$ cat config.mk
export PLATFORM = sky130hd
export DESIGN_NAME = mult_div_writer
export DESIGN_NICKNAME = d
export VERILOG_FILES = /design/src/rtl/mips_pkg.sv /design/src/rtl/mult_shift_add_dp.sv /design/src/rtl/mult_div_writer.sv
export SDC_FILE = /design/constraint.sdc
export NUM_CORES = 1
export LEC_CHECK = 0
export ABC_AREA = 1
export CORE_ASPECT_RATIO = 0.8
export CORE_MARGIN = 4
export CORE_UTILIZATION = 45
export DETAILED_ROUTE_END_ITERATION = 16
export MAX_ROUTING_LAYER = met4
export PLACE_DENSITY = 0.67
export SETUP_SLACK_MARGIN = 0.1
export SYNTH_ARGS = -nofsm -noshare
export SYNTH_HDL_FRONTEND = slang
export SYNTH_SLANG_ARGS = --single-unit
$ cat constraint.sdc
create_clock -name clk -period 9 [get_ports clk]
set_input_delay 2.7 -clock clk [delete_from_list [all_inputs] [get_ports clk]]
set_output_delay 2.7 -clock clk [all_outputs]
set_load 0.03 [all_outputs]
$ cat src/rtl/mips_pkg.sv
// Shared encodings for the hi/lo multiply unit: register-file write-port codes,
// instruction op codes and the multiplier FSM states.
package mips_pkg;

    localparam logic [1:0] MUL_NONE = 2'd0;
    localparam logic [1:0] MUL_LOAD = 2'd1;
    localparam logic [1:0] MUL_ACC  = 2'd2;

    localparam logic [1:0] OP_MULT  = 2'b01;
    localparam logic [1:0] OP_MADD  = 2'b10;

    typedef enum logic [1:0] {
        IDLE  = 2'd0,
        CALC  = 2'd1,
        FIX   = 2'd2,
        WRITE = 2'd3
    } mult_state_t;

endpackage

$ cat src/rtl/mult_shift_add_dp.sv
// Shift-add multiplier datapath: multiplicand, multiplier and accumulator registers
// plus the step adder. Operates on magnitudes; optional negation on the result path.
module mult_shift_add_dp #(
    parameter int WIDTH = 32
) (
    input  logic               clk,
    input  logic               rst,
    input  logic               load,
    input  logic               step,
    input  logic               negate,
    input  logic [WIDTH-1:0]   a_mag,
    input  logic [WIDTH-1:0]   b_mag,
    output logic [2*WIDTH-1:0] result
);

    logic [2*WIDTH-1:0] mcand_q;
    logic [WIDTH-1:0]   mplier_q;
    logic [2*WIDTH-1:0] acc_q;

    always_ff @(posedge clk or posedge rst) begin
        if (rst) begin
            mcand_q  <= '0;
            mplier_q <= '0;
            acc_q    <= '0;
        end else if (load) begin
            mcand_q  <= {{WIDTH{1'b0}}, a_mag};
            mplier_q <= b_mag;
            acc_q    <= '0;
        end else if (step) begin
            if (mplier_q[0]) begin
                acc_q <= acc_q + mcand_q;
            end
            mcand_q  <= mcand_q << 1;
            mplier_q <= mplier_q >> 1;
        end
    end

    assign result = negate ? (~acc_q + (2*WIDTH)'(1)) : acc_q;

endmodule

$ cat src/rtl/mult_div_writer.sv
// Multi-cycle multiplier that issues one hi/lo write (load or accumulate) per operation.
// Optional macro MULT_SIGNED_EN enables signed operands via is_signed; otherwise all unsigned.
module mult_div_writer
    import mips_pkg::*;
#(
    parameter int WIDTH = 32
) (
    input  logic             clk,
    input  logic             rst,
    input  logic             start,
    input  logic [1:0]       op,
    input  logic             is_signed,
    input  logic [WIDTH-1:0] a,
    input  logic [WIDTH-1:0] b,
    output logic             busy,
    output logic             done,
    output logic             write_enable,
    output logic [1:0]       mul,
    output logic [WIDTH-1:0] write_data_1,
    output logic [WIDTH-1:0] write_data_2
);

    localparam int CNT_W = $clog2(WIDTH);
    localparam logic [CNT_W-1:0] LAST_CNT = CNT_W'(WIDTH - 1);

    mult_state_t      state_q, state_d;
    logic [CNT_W-1:0] count_q, count_d;
    logic [1:0]       op_q, op_d;
    logic             sign_q, sign_d;
    logic [WIDTH-1:0] wd_lo_q, wd_lo_d;
    logic [WIDTH-1:0] wd_hi_q, wd_hi_d;

    logic               signed_mode;
    logic               op_legal;
    logic [WIDTH-1:0]   a_mag, b_mag;
    logic               dp_load, dp_step, dp_negate;
    logic [2*WIDTH-1:0] dp_result;

`ifdef MULT_SIGNED_EN
    assign signed_mode = is_signed;
`else
    assign signed_mode = is_signed & 1'b0;
`endif

    // Most-negative input negates to itself, which read unsigned is exactly 2^(WIDTH-1).
    assign a_mag    = (signed_mode && a[WIDTH-1]) ? (~a + WIDTH'(1)) : a;
    assign b_mag    = (signed_mode && b[WIDTH-1]) ? (~b + WIDTH'(1)) : b;
    assign op_legal = (op == OP_MULT) || (op == OP_MADD);

    always_comb begin
        state_d   = state_q;
        count_d   = count_q;
        op_d      = op_q;
        sign_d    = sign_q;
        wd_lo_d   = wd_lo_q;
        wd_hi_d   = wd_hi_q;
        dp_load   = 1'b0;
        dp_step   = 1'b0;
        dp_negate = 1'b0;
        case (state_q)
            IDLE: begin
                if (start && op_legal) begin
                    state_d = CALC;
                    op_d    = op;
                    sign_d  = signed_mode & (a[WIDTH-1] ^ b[WIDTH-1]);
                    count_d = '0;
                    dp_load = 1'b1;
                end
            end
            CALC: begin
                dp_step = 1'b1;
                if (count_q == LAST_CNT) begin
                    count_d = '0;
                    state_d = FIX;
                end else begin
                    count_d = count_q + CNT_W'(1);
                end
            end
            FIX: begin
                dp_negate          = sign_q;
                {wd_hi_d, wd_lo_d} = dp_result;
                state_d            = WRITE;
            end
            WRITE:   state_d = IDLE;
            default: state_d = IDLE;
        endcase
    end

    always_ff @(posedge clk or posedge rst) begin
        if (rst) begin
            state_q <= IDLE;
            count_q <= '0;
            op_q    <= 2'b00;
            sign_q  <= 1'b0;
            wd_lo_q <= '0;
            wd_hi_q <= '0;
        end else begin
            state_q <= state_d;
            count_q <= count_d;
            op_q    <= op_d;
            sign_q  <= sign_d;
            wd_lo_q <= wd_lo_d;
            wd_hi_q <= wd_hi_d;
        end
    end

    mult_shift_add_dp #(.WIDTH(WIDTH)) u_dp (
        .clk    (clk),
        .rst    (rst),
        .load   (dp_load),
        .step   (dp_step),
        .negate (dp_negate),
        .a_mag  (a_mag),
        .b_mag  (b_mag),
        .result (dp_result)
    );

    assign busy         = (state_q != IDLE);
    assign done         = (state_q == WRITE);
    assign write_enable = (state_q == WRITE);
    assign mul          = (state_q != WRITE) ? MUL_NONE :
                          (op_q == OP_MADD)  ? MUL_ACC  : MUL_LOAD;
    assign write_data_1 = wd_lo_q;
    assign write_data_2 = wd_hi_q;

endmodule

==> summary.txt <==
Outcome
  – Status: completed

STA
  – Slew headroom: 30.63%
  – Clk_skew: 0.01319 ns
  – Crit path time final: 5.696 ns
  – Final setup violation count: 0
  – Setup TNS: 0 ns
  – Final period util: 63.28%
  – Max Slew Vio Count: 0
  – Top achievable clock speed: 175.6 MHz
  – Unrepaired setup endpoints after global routing: false
  – Worst-Margin Slew: 1.038 ns
  – Fin. Hold Viols: 0

Drt
  – WL per Instance: 15.86 um
  – Post-route DRC: 0
  – Drt pass-1 iters: 6
  – Initial drt markers: 1139
  – Vias/cell: 5.023
  – Routed Antenna Nets: 0
  – Via Count: 14.18k
  – Routed wire length: 44790 um

Yosys
  – Register area share after synthesis: 38.07%
  – Cells after Synth: 2255
  – FF+latch count, synth: 233
  – YS warnings: 0
  – Synthesized cell area: 15320 sq um
  – Post-Syn Nets: 2396
  – Post-synth cell types: 33
  – Mean Syn Cell Area: 6.793 sq um

Layout
  – Non-Filler Instances: 2823
  – Design Area, Final: 18060 sq um
  – Share of layout cells above drive strength 1: 6.240%
  – Fill cell total of the finished layout: 3377
  – Syn-to-layout area delta: 17.94%
  – Area taken by multi-input logic gates: 7520 sq um
  – FF+latch area: 5831 sq um
  – Final #Nets: 2510
  – Final Core Density: 53.71%

Worst setup path
  – CP Max Fanout: 61
  – CP Buf/Inv Count: 2
  – CP endpoint kind: flip-flop
  – Crit-path cells: clkdlybuf4s50_1 -> nand2_1 -> nand2_1 -> nor2_1 -> nand2_4 -> nand2_1 -> inv_2 -> nand3_1 -> nand2_1
  – CP Class: in -> reg
  – Most common cell on crit path: nand2_1
  – CP max stage delay: 1.01 ns
  – Family with the most delay on the worst path: simple AND/OR/NAND/NOR gates
  – Worst Path Required: 9.49 ns
  – Startpoint types: input port
  – Slowest cell on the critical path: inv_2
  – Worst EP arrival: 6.19 ns

Power and ir drop
  – Leakage: 10.27 nW
  – Max VDD drop: 214.3 uV
  – Total Power: 5.365 mW
  – Power Density: 297.0 nW/um^2

Clock tree
  – # Post-CTS Setup Buffers: 0
  – Skew-Pair Late Insertion Delay: 0.57 ns
  – Root Driver: clkbuf_16
  – Clock buffer depth: 3
  – Sink Count: 233
  – CTS buffer count: 25
  – CTS tree: yes
  – Clk slew on worst S/H paths: 0.06 ns
  – H-tree Lvls: 1
  – Post-CTS sizing: 0
  – CTS hold repair buffers: 0

Global route
  – Largest net degree at the start of global routing: 129
  – First-pass GRT wire length: 71440 um
  – Number of global-route vias before repair: 13.22k
  – Initial antenna violation count: 1
  – Total gr overflow: 0
  – GRT Total Usage: 24.42%

Placed design
  – GPL Wtd Cong: 0.9963
  – HPWL Detailed: 33760 um
  – Area post-placement: 17060 sq um
  – Placed insts: 2775
  – PortBufs: 137

Job
  – MaxCap Viol Count: 0

Floorplanning
  – DIE AREA: 37070 sq um
  – Die Ht: 173.0 um
  – Initial Util: 45.54%
  – Site Rows: 60
  – I/O Pins: 139
  – Core area: 33630 sq um
  – Die W: 214.3 um

Hold path
  – Hold Crit Class: reg -> reg
[layer usage]
metal	track usage, %	wire length, um	up-vias	share of wire (%)
li1	-	-	7169	-
met1	36.70	22620	6535	51
met2	34.06	17720	417	40
met3	5.130	3534	60	7.9
met4	4.915	919	0	2.1
met5	-	0	-	0
[registers in the layout, indices dropped and copies added (netlist names)]
signal / count
count_q: 5
op_q: 2
state_q: 2
u_dp.acc_q: 64
u_dp.mcand_q: 64
u_dp.mplier_q: 32
write_data_1: 32
write_data_2: 32
[path summary, 6_finish.rpt]
check,slack (ns),depth (start not counted),end,start
max in group asynchronous,4.99,3,u_dp.mcand_q[48]$_DFFE_PP0P_,rst
setup reg to reg,5.34,7,u_dp.acc_q[34]$_DFFE_PP0P_,state_q[0]$_DFFE_PP0P_
setup / recovery,3.30,9,u_dp.acc_q[34]$_DFFE_PP0P_,op[1]
hold reg to reg,0.50,1,write_data_2[24]$_DFFE_PP0P_,write_data_2[24]$_DFFE_PP0P_
hold / removal,0.50,1,write_data_2[24]$_DFFE_PP0P_,write_data_2[24]$_DFFE_PP0P_
min in group asynchronous,2.62,2,u_dp.mplier_q[26]$_DFFE_PP0P_,rst
[kinds of logic after synthesis]
logic type | Yosys count | synth area share, %
multiplexers | 64 | 4.705
AO/OA/AOI/OAI | 203 | 7.662
buffers and inverters | 515 | 12.91
AND/OR/NAND/NOR | 1161 | 30.35
flip-flops | 233 | 38.07
adder cells (fa/ha/maj) | 71 | 5.849
XOR/XNOR | 8 | 0.4575
[per-stage QoR]
step,worst slack [ns],hold slack [ns]
final,3.304,0.5019
after global routing,3.072,0.5179
after CTS,3.385,0.5079
after detailed placement,2.794,0.4876
after global placement,2.857,0.4700
after floorplan,3.250,0.4555
[layout make-up]
cell class / instances / area share (%)
antenna: 1 / 0.01385
clock inverter: 16 / 1.572
tap: 434 / 3.006
inverter: 455 / 9.475
clock buffer: 30 / 3.844
sequential: 233 / 32.28
multi-input combinational: 1507 / 41.63
timing repair buffer: 147 / 8.187
[where the power goes]
group / total, mW / internal [mW] / leakage (nW) / switching [mW]
Clock: 1.22 / 0.756 / 0.481 / 0.464
Combinational: 2.55 / 0.886 / 6.70 / 1.66
Sequential: 1.60 / 1.37 / 3.09 / 0.230
Total: 5.36 / 3.01 / 10.3 / 2.35
[layout by cell type, fill, tap and decap left out, drive strengths merged, types with 32 or more instances in the layout]
cell type | Yosys | layout
o21ai | 75 | 75
inv | 455 | 456
ha | 70 | 70
nand2 | 829 | 829
nand3 | 149 | 149
nor2 | 157 | 157
a21oi | 60 | 60
a31oi | 32 | 32
clkdlybuf4s50 | 0 | 137
dfrtp | 233 | 233
mux2 | 64 | 64
[cell usage after synthesis]
library cell / instances / share of area [%]
a21oi_1: 60 / 2.0
a22o_1: 2 / 0.11
a31oi_1: 32 / 1.3
buf_1: 1 / 0.024
buf_2: 26 / 0.85
buf_4: 3 / 0.15
clkbuf_1: 30 / 0.74
dfrtp_1: 233 / 38
fa_1: 1 / 0.13
ha_1: 70 / 5.7
inv_1: 454 / 11
inv_2: 1 / 0.024
mux2_2: 64 / 4.7
nand2_1: 821 / 20
nand2_2: 8 / 0.33
nand3_1: 146 / 4.8
nand3_2: 3 / 0.20
nand4_1: 6 / 0.25
nor2_1: 151 / 3.7
nor2_2: 5 / 0.20
nor2_4: 1 / 0.074
nor3_1: 12 / 0.39
nor4_1: 4 / 0.16
o211ai_1: 16 / 0.78
o21a_1: 1 / 0.049
o21ai_0: 67 / 2.2
o21ai_1: 6 / 0.20
o21ai_2: 2 / 0.11
o21bai_1: 3 / 0.15
o311ai_0: 14 / 0.80
or2_2: 4 / 0.16
xnor2_1: 5 / 0.29
xor2_1: 3 / 0.17
(Power assumes the default switching activity.)
==> edit 1 (same flow settings) <==
`WIDTH` is set to 32 in 2 places; all go to 16.
--- a/src/rtl/mult_shift_add_dp.sv
+++ b/src/rtl/mult_shift_add_dp.sv
@@ -1,7 +1,7 @@
 // Shift-add multiplier datapath: multiplicand, multiplier and accumulator registers
 // plus the step adder. Operates on magnitudes; optional negation on the result path.
 module mult_shift_add_dp #(
-    parameter int WIDTH = 32
+    parameter int WIDTH = 16
 ) (
     input  logic               clk,
     input  logic               rst,
--- a/src/rtl/mult_div_writer.sv
+++ b/src/rtl/mult_div_writer.sv
@@ -3,7 +3,7 @@
 module mult_div_writer
     import mips_pkg::*;
 #(
-    parameter int WIDTH = 32
+    parameter int WIDTH = 16
 ) (
     input  logic             clk,
     input  logic             rst,
Interface: changed (resized a, b, write_data_1 and write_data_2); port bits go from 139 to 75. No check against the original RTL was run, so the function may have changed too.
==> edit 1 against the original RTL <==
  * Synthesized area shrank 52%
  * Worst setup slack improved by 1000 ps
  * Total power decreased by 50%
  * First-iteration DRC count down 59%
  * Synthesized cell count decreased by 56%
  * Design area fell by 51%
  * Sequential power shrank 48%
  * Sequential cell count is 113 lower
  * Via count shrank 56%
  * Wire length down 61%
  * Non-clock buffer count down 71
  * Combinational power decreased by 53%
  * Sequential share of layout area rose by 1.7 points
  * Global-route usage is 3.3 points lower
  * Largest cell class unchanged
  * Largest power group unchanged
==> edit 1: results (changes against the original RTL) <==
[outcome]
status=complete, no violations

[synth]
yosys.area_share.adder_pct=6.51  ; +0.66 points
ys_seq_area_share_pct=40.5  ; +2.4 points
yosys-top-cells-area=dfrtp_1 (40%), nand2_1 (17%), inv_1 (8.8%), ha_1 (6.2%), mux2_2 (4.9%)
yosysWarnings=0  ; unchanged
synthMuxAreaShare_pct=4.86  ; +0.15 points
yosysTopAreaCellShare_pct=40.5  ; +2.4 points
yosys-top-cells-count=nand2_1 (330), inv_1 (174), dfrtp_1 (120)
netlist_area_mm2=0.00742  ; -52%
yosys.cell_types.count=39  ; +18%
synth_compound_area_share_pct=8.72  ; +1.1 points
synthArstFlopShare_pct=100  ; unchanged
synthXorXnorAreaFrac_pct=1.06  ; +0.60 points
syn-mean-instance-area_um2=7.41  ; +9.1%

[cells_and_area]
nonClkBufAreaFrac_pct=8.52  ; +0.33 points
nets=1145  ; -54%
multiInputGateArea_mm2=0.00357  ; -53%
n_all_buffers=76  ; -48%
inv_count=179  ; -61%
fillers=1521  ; -55%
multi_input_area_share_pct=40.4  ; -1.2 points
seq_share_pct=34.0  ; +1.7 points
largestRegisters=u_dp.acc_q: 32 flops, u_dp.mcand_q: 32 flops
multi_input_cells=675  ; -55%
clock_cell_area_share_pct=6.38  ; +0.97 points
clkbuf_count=22  ; -27%
drive_gt1_share_pct=7.96  ; +1.7 points
final_cell_count_no_fill=1296  ; -54%
antenna_cells=0  ; -1

[detailed_routing]
drt_iter0_markers=462  ; -59%
vias=6266  ; -56%
route.final.wire_length_mm=17.6  ; -61%

[global_route]
grt_max_degree=65  ; -50%
grt_pass1_vias=5973  ; -55%
grt_pass1_wl_mm=29.9  ; -58%
grt.total_usage_pct=21.1  ; -3.3 points
grt_antenna_before_repair=0  ; -1

[pwr]
combPwrFrac_pct=44.9  ; -2.5 points
leakagePower_nw=4.81  ; -53%
seq-power_mw=0.840  ; -48%
ir_drop_uv=252  ; +18%
p_int_mw=1.57  ; -48%
p_sw_share_pct=41.8  ; -2.0 points

[placed_design]
hpwl_mm=13.0  ; -61%
place_worst_setup_slack_ps=3850  ; +1060 ps
gp_congestion=0.932  ; -6.4%
placed_area_mm2=0.00828  ; -51%
io_buffer_count=73  ; -47%

[cts]
clock_sinks=120  ; -48%
cts_buffer_depth=2  ; -1
cts_made_buffers=17  ; -32%
cts.clk_slew.worst_paths_ps=50
h-tree-depth=4  ; +3
clk_latency_ps=420  ; -150 ps

[setup_path]
critPathMaxStageDelay_ps=520  ; -490 ps
worstPathArrival_ps=4970  ; -1220 ps
slowest_stage=nor2_4
cp_max_fo=64  ; +4.9%

[sta]
maxSlewHeadroom_pct=49.4  ; +19 points
clock_skew_ps=10.0  ; -3.15 ps

[edit 1: changes by cell type after synthesis, sizes merged, moves of 16 or more]
cell,unedited run,this run
nand2,829,337
inv,455,179
dfrtp,233,120
nor2,157,65
nand3,149,70
o21ai,75,40
ha,70,37
mux2,64,32
a21oi,60,30
clkbuf,30,5
a31oi,32,16
[edit 1: path summary, 6_finish.rpt]
check	start	endpoint	slack, ps	cells past startpoint
worst max-delay path	op[1]	u_dp.acc_q[25]	4330	9
worst min-delay path	write_data_2[10]	write_data_2[10]	500	1
worst max register to register	state_q[0]	u_dp.acc_q[25]	6440	9
worst min register to register	write_data_2[10]	write_data_2[10]	500	1
max in group asynchronous	rst	write_data_2[15]	4990	3
min in group asynchronous	rst	u_dp.mplier_q[9]	2740	2
[edit 1: layer usage]
layer	vias to the layer above	GRT usage [%]	share of wire [%]
li1	3286	-	-
met1	2834	31.7	53
met2	133	29.1	41
met3	13	4.10	5.0
met4	0	5.50	1.1
met5	-	-	0
==> edit 2 (same flow settings) <==
Made on the original files. Put one more register stage on the output `write_data_1`, cleared by the reset. The value now appears one clock later. The other outputs are not delayed to match.
--- a/src/rtl/mult_div_writer.sv
+++ b/src/rtl/mult_div_writer.sv
@@ -120,7 +120,13 @@
     assign write_enable = (state_q == WRITE);
     assign mul          = (state_q != WRITE) ? MUL_NONE :
                           (op_q == OP_MADD)  ? MUL_ACC  : MUL_LOAD;
-    assign write_data_1 = wd_lo_q;
+    always_ff @(posedge clk or posedge rst) begin
+        if (rst) begin
+            write_data_1 <= '0;
+        end else begin
+            write_data_1 <= wd_lo_q;
+        end
+    end
     assign write_data_2 = wd_hi_q;
 
 endmodule
Check against the original RTL: no difference found for any inputs over 10 cycles, from zero or initial values and one cycle with rst high; that may be too few to reach the edited logic, so the function may still have changed.
==> edit 2 against the original RTL <==
  * Sequential share of layout area rose by 2.7 points
  * Synthesized area grew 6.1%
  * Largest power group unchanged
  * Design area rose by 5.0%
  * Total power rose by 6.4%
  * Combinational power is 5% higher
  * Maximum frequency up 3.2%
  * Critical endpoint is now u_dp.acc_q[48]
  * Register-to-register slack improved by 170 ps
  * Worst setup slack improved by 180 ps
  * Wire length increased by 4.9%
  * Sequential cell count rose by 32
==> edit 2: results (changes against the original RTL) <==
[pwr]
ir_drop_uv=267  ; +25%
leakagePower_nw=10.7  ; +4.0%

[synth]
synthMuxAreaShare_pct=4.36  ; -0.34 points
synth_compound_area_share_pct=7.20  ; -0.46 points
yosys.area_share.adder_pct=5.43  ; -0.42 points
syn_nets=2424  ; +1.2%
yosys-top-cells-area=dfrtp_1 (41%), nand2_1 (18%), inv_1 (10%), ha_1 (5.3%), mux2_2 (4.4%)

[detailed_routing]
wl_per_cell_um=16.3  ; +2.5%
vias=14400  ; +1.6%

[cells_and_area]
nets=2541  ; +1.2%
fillers=3496  ; +3.5%
drive_gt1_share_pct=7.82  ; +1.6 points
final_cell_count_no_fill=2889  ; +2.3%

[setup_path]
critPathMaxStageDelay_ps=970  ; -40 ps
cp_max_fo=64  ; +4.9%
worstPathArrival_ps=6010  ; -180 ps

[global_route]
grt_antenna_before_repair=0  ; -1
grt_pass1_vias=13500  ; +1.8%
grt_max_degree=144  ; +12%

[sta]
clock_skew_ps=35.1  ; +21.9 ps

[min_path]
holdPathStages=0  ; -1
min_from=wd_lo_q[3]

[cts]
cts_made_buffers=28  ; +12%

[outcome]
status=complete, no violations

[placed_design]
hpwl_mm=35.8  ; +6.0%

==> edit 2: cell types whose count changed in the layout (fill, tap and decap cells not counted), moves of 11 or more <==
cell     unedited run  this run
nand2_2             7        30
nor2_2              5        16
nand2_1           821       795
dfrtp_1           233       265
nor2_1            151       138
==> edit 2: cell type report <==
| class | instances | area [µm²] | area share (%) |
|---|---|---|---|
| Sequential cell | 265 | 6630 | 35.0 |
| Timing Repair Buffer | 147 | 1460 | 7.69 |
| Clock buffer | 34 | 753 | 3.97 |
| Inverter | 453 | 1700 | 8.98 |
| Clock inverter | 12 | 171 | 0.904 |
| Multi-Input combinational cell | 1506 | 7660 | 40.4 |
| Tap cell | 472 | 591 | 3.11 |
==> edit 2: path summary, 6_finish.rpt <==
| path | end | slack, ps |
|---|---|---|
| max | u_dp.acc_q[48] | 3480 |
| min | write_data_1[3] | 370 |
| max reg2reg | u_dp.acc_q[48] | 5510 |
| min reg2reg | write_data_1[3] | 370 |
| max in group asynchronous | u_dp.mcand_q[47] | 4760 |
| min in group asynchronous | write_data_1[31] | 2500 |
==> edit 2: kinds of logic after synthesis <==
| logic type | after synthesis |
|---|---|
| muxes | 63 |
| xor gates and xnor gates | 9 |
| adders and majority gates | 70 |
| DFF | 265 |
| buffers and inverters | 513 |
| AOI/OAI and AO/OA | 203 |
| and+or+nand+nor | 1161 |
==> edit 2: power by group <==
group          switching, mW  total (mW)  internal [mW]
Clock                  0.485        1.19          0.704
Combinational           1.75        2.68          0.929
Sequential             0.262        1.84           1.57
==> edit 2: routing by layer <==
metal	track usage [%]	share of wire, %	vias up
li1	-	-	7260
met1	38.9	52	6741
met2	34.8	40	362
met3	3.97	6.5	40
met4	3.17	1.3	0
met5	-	0	-
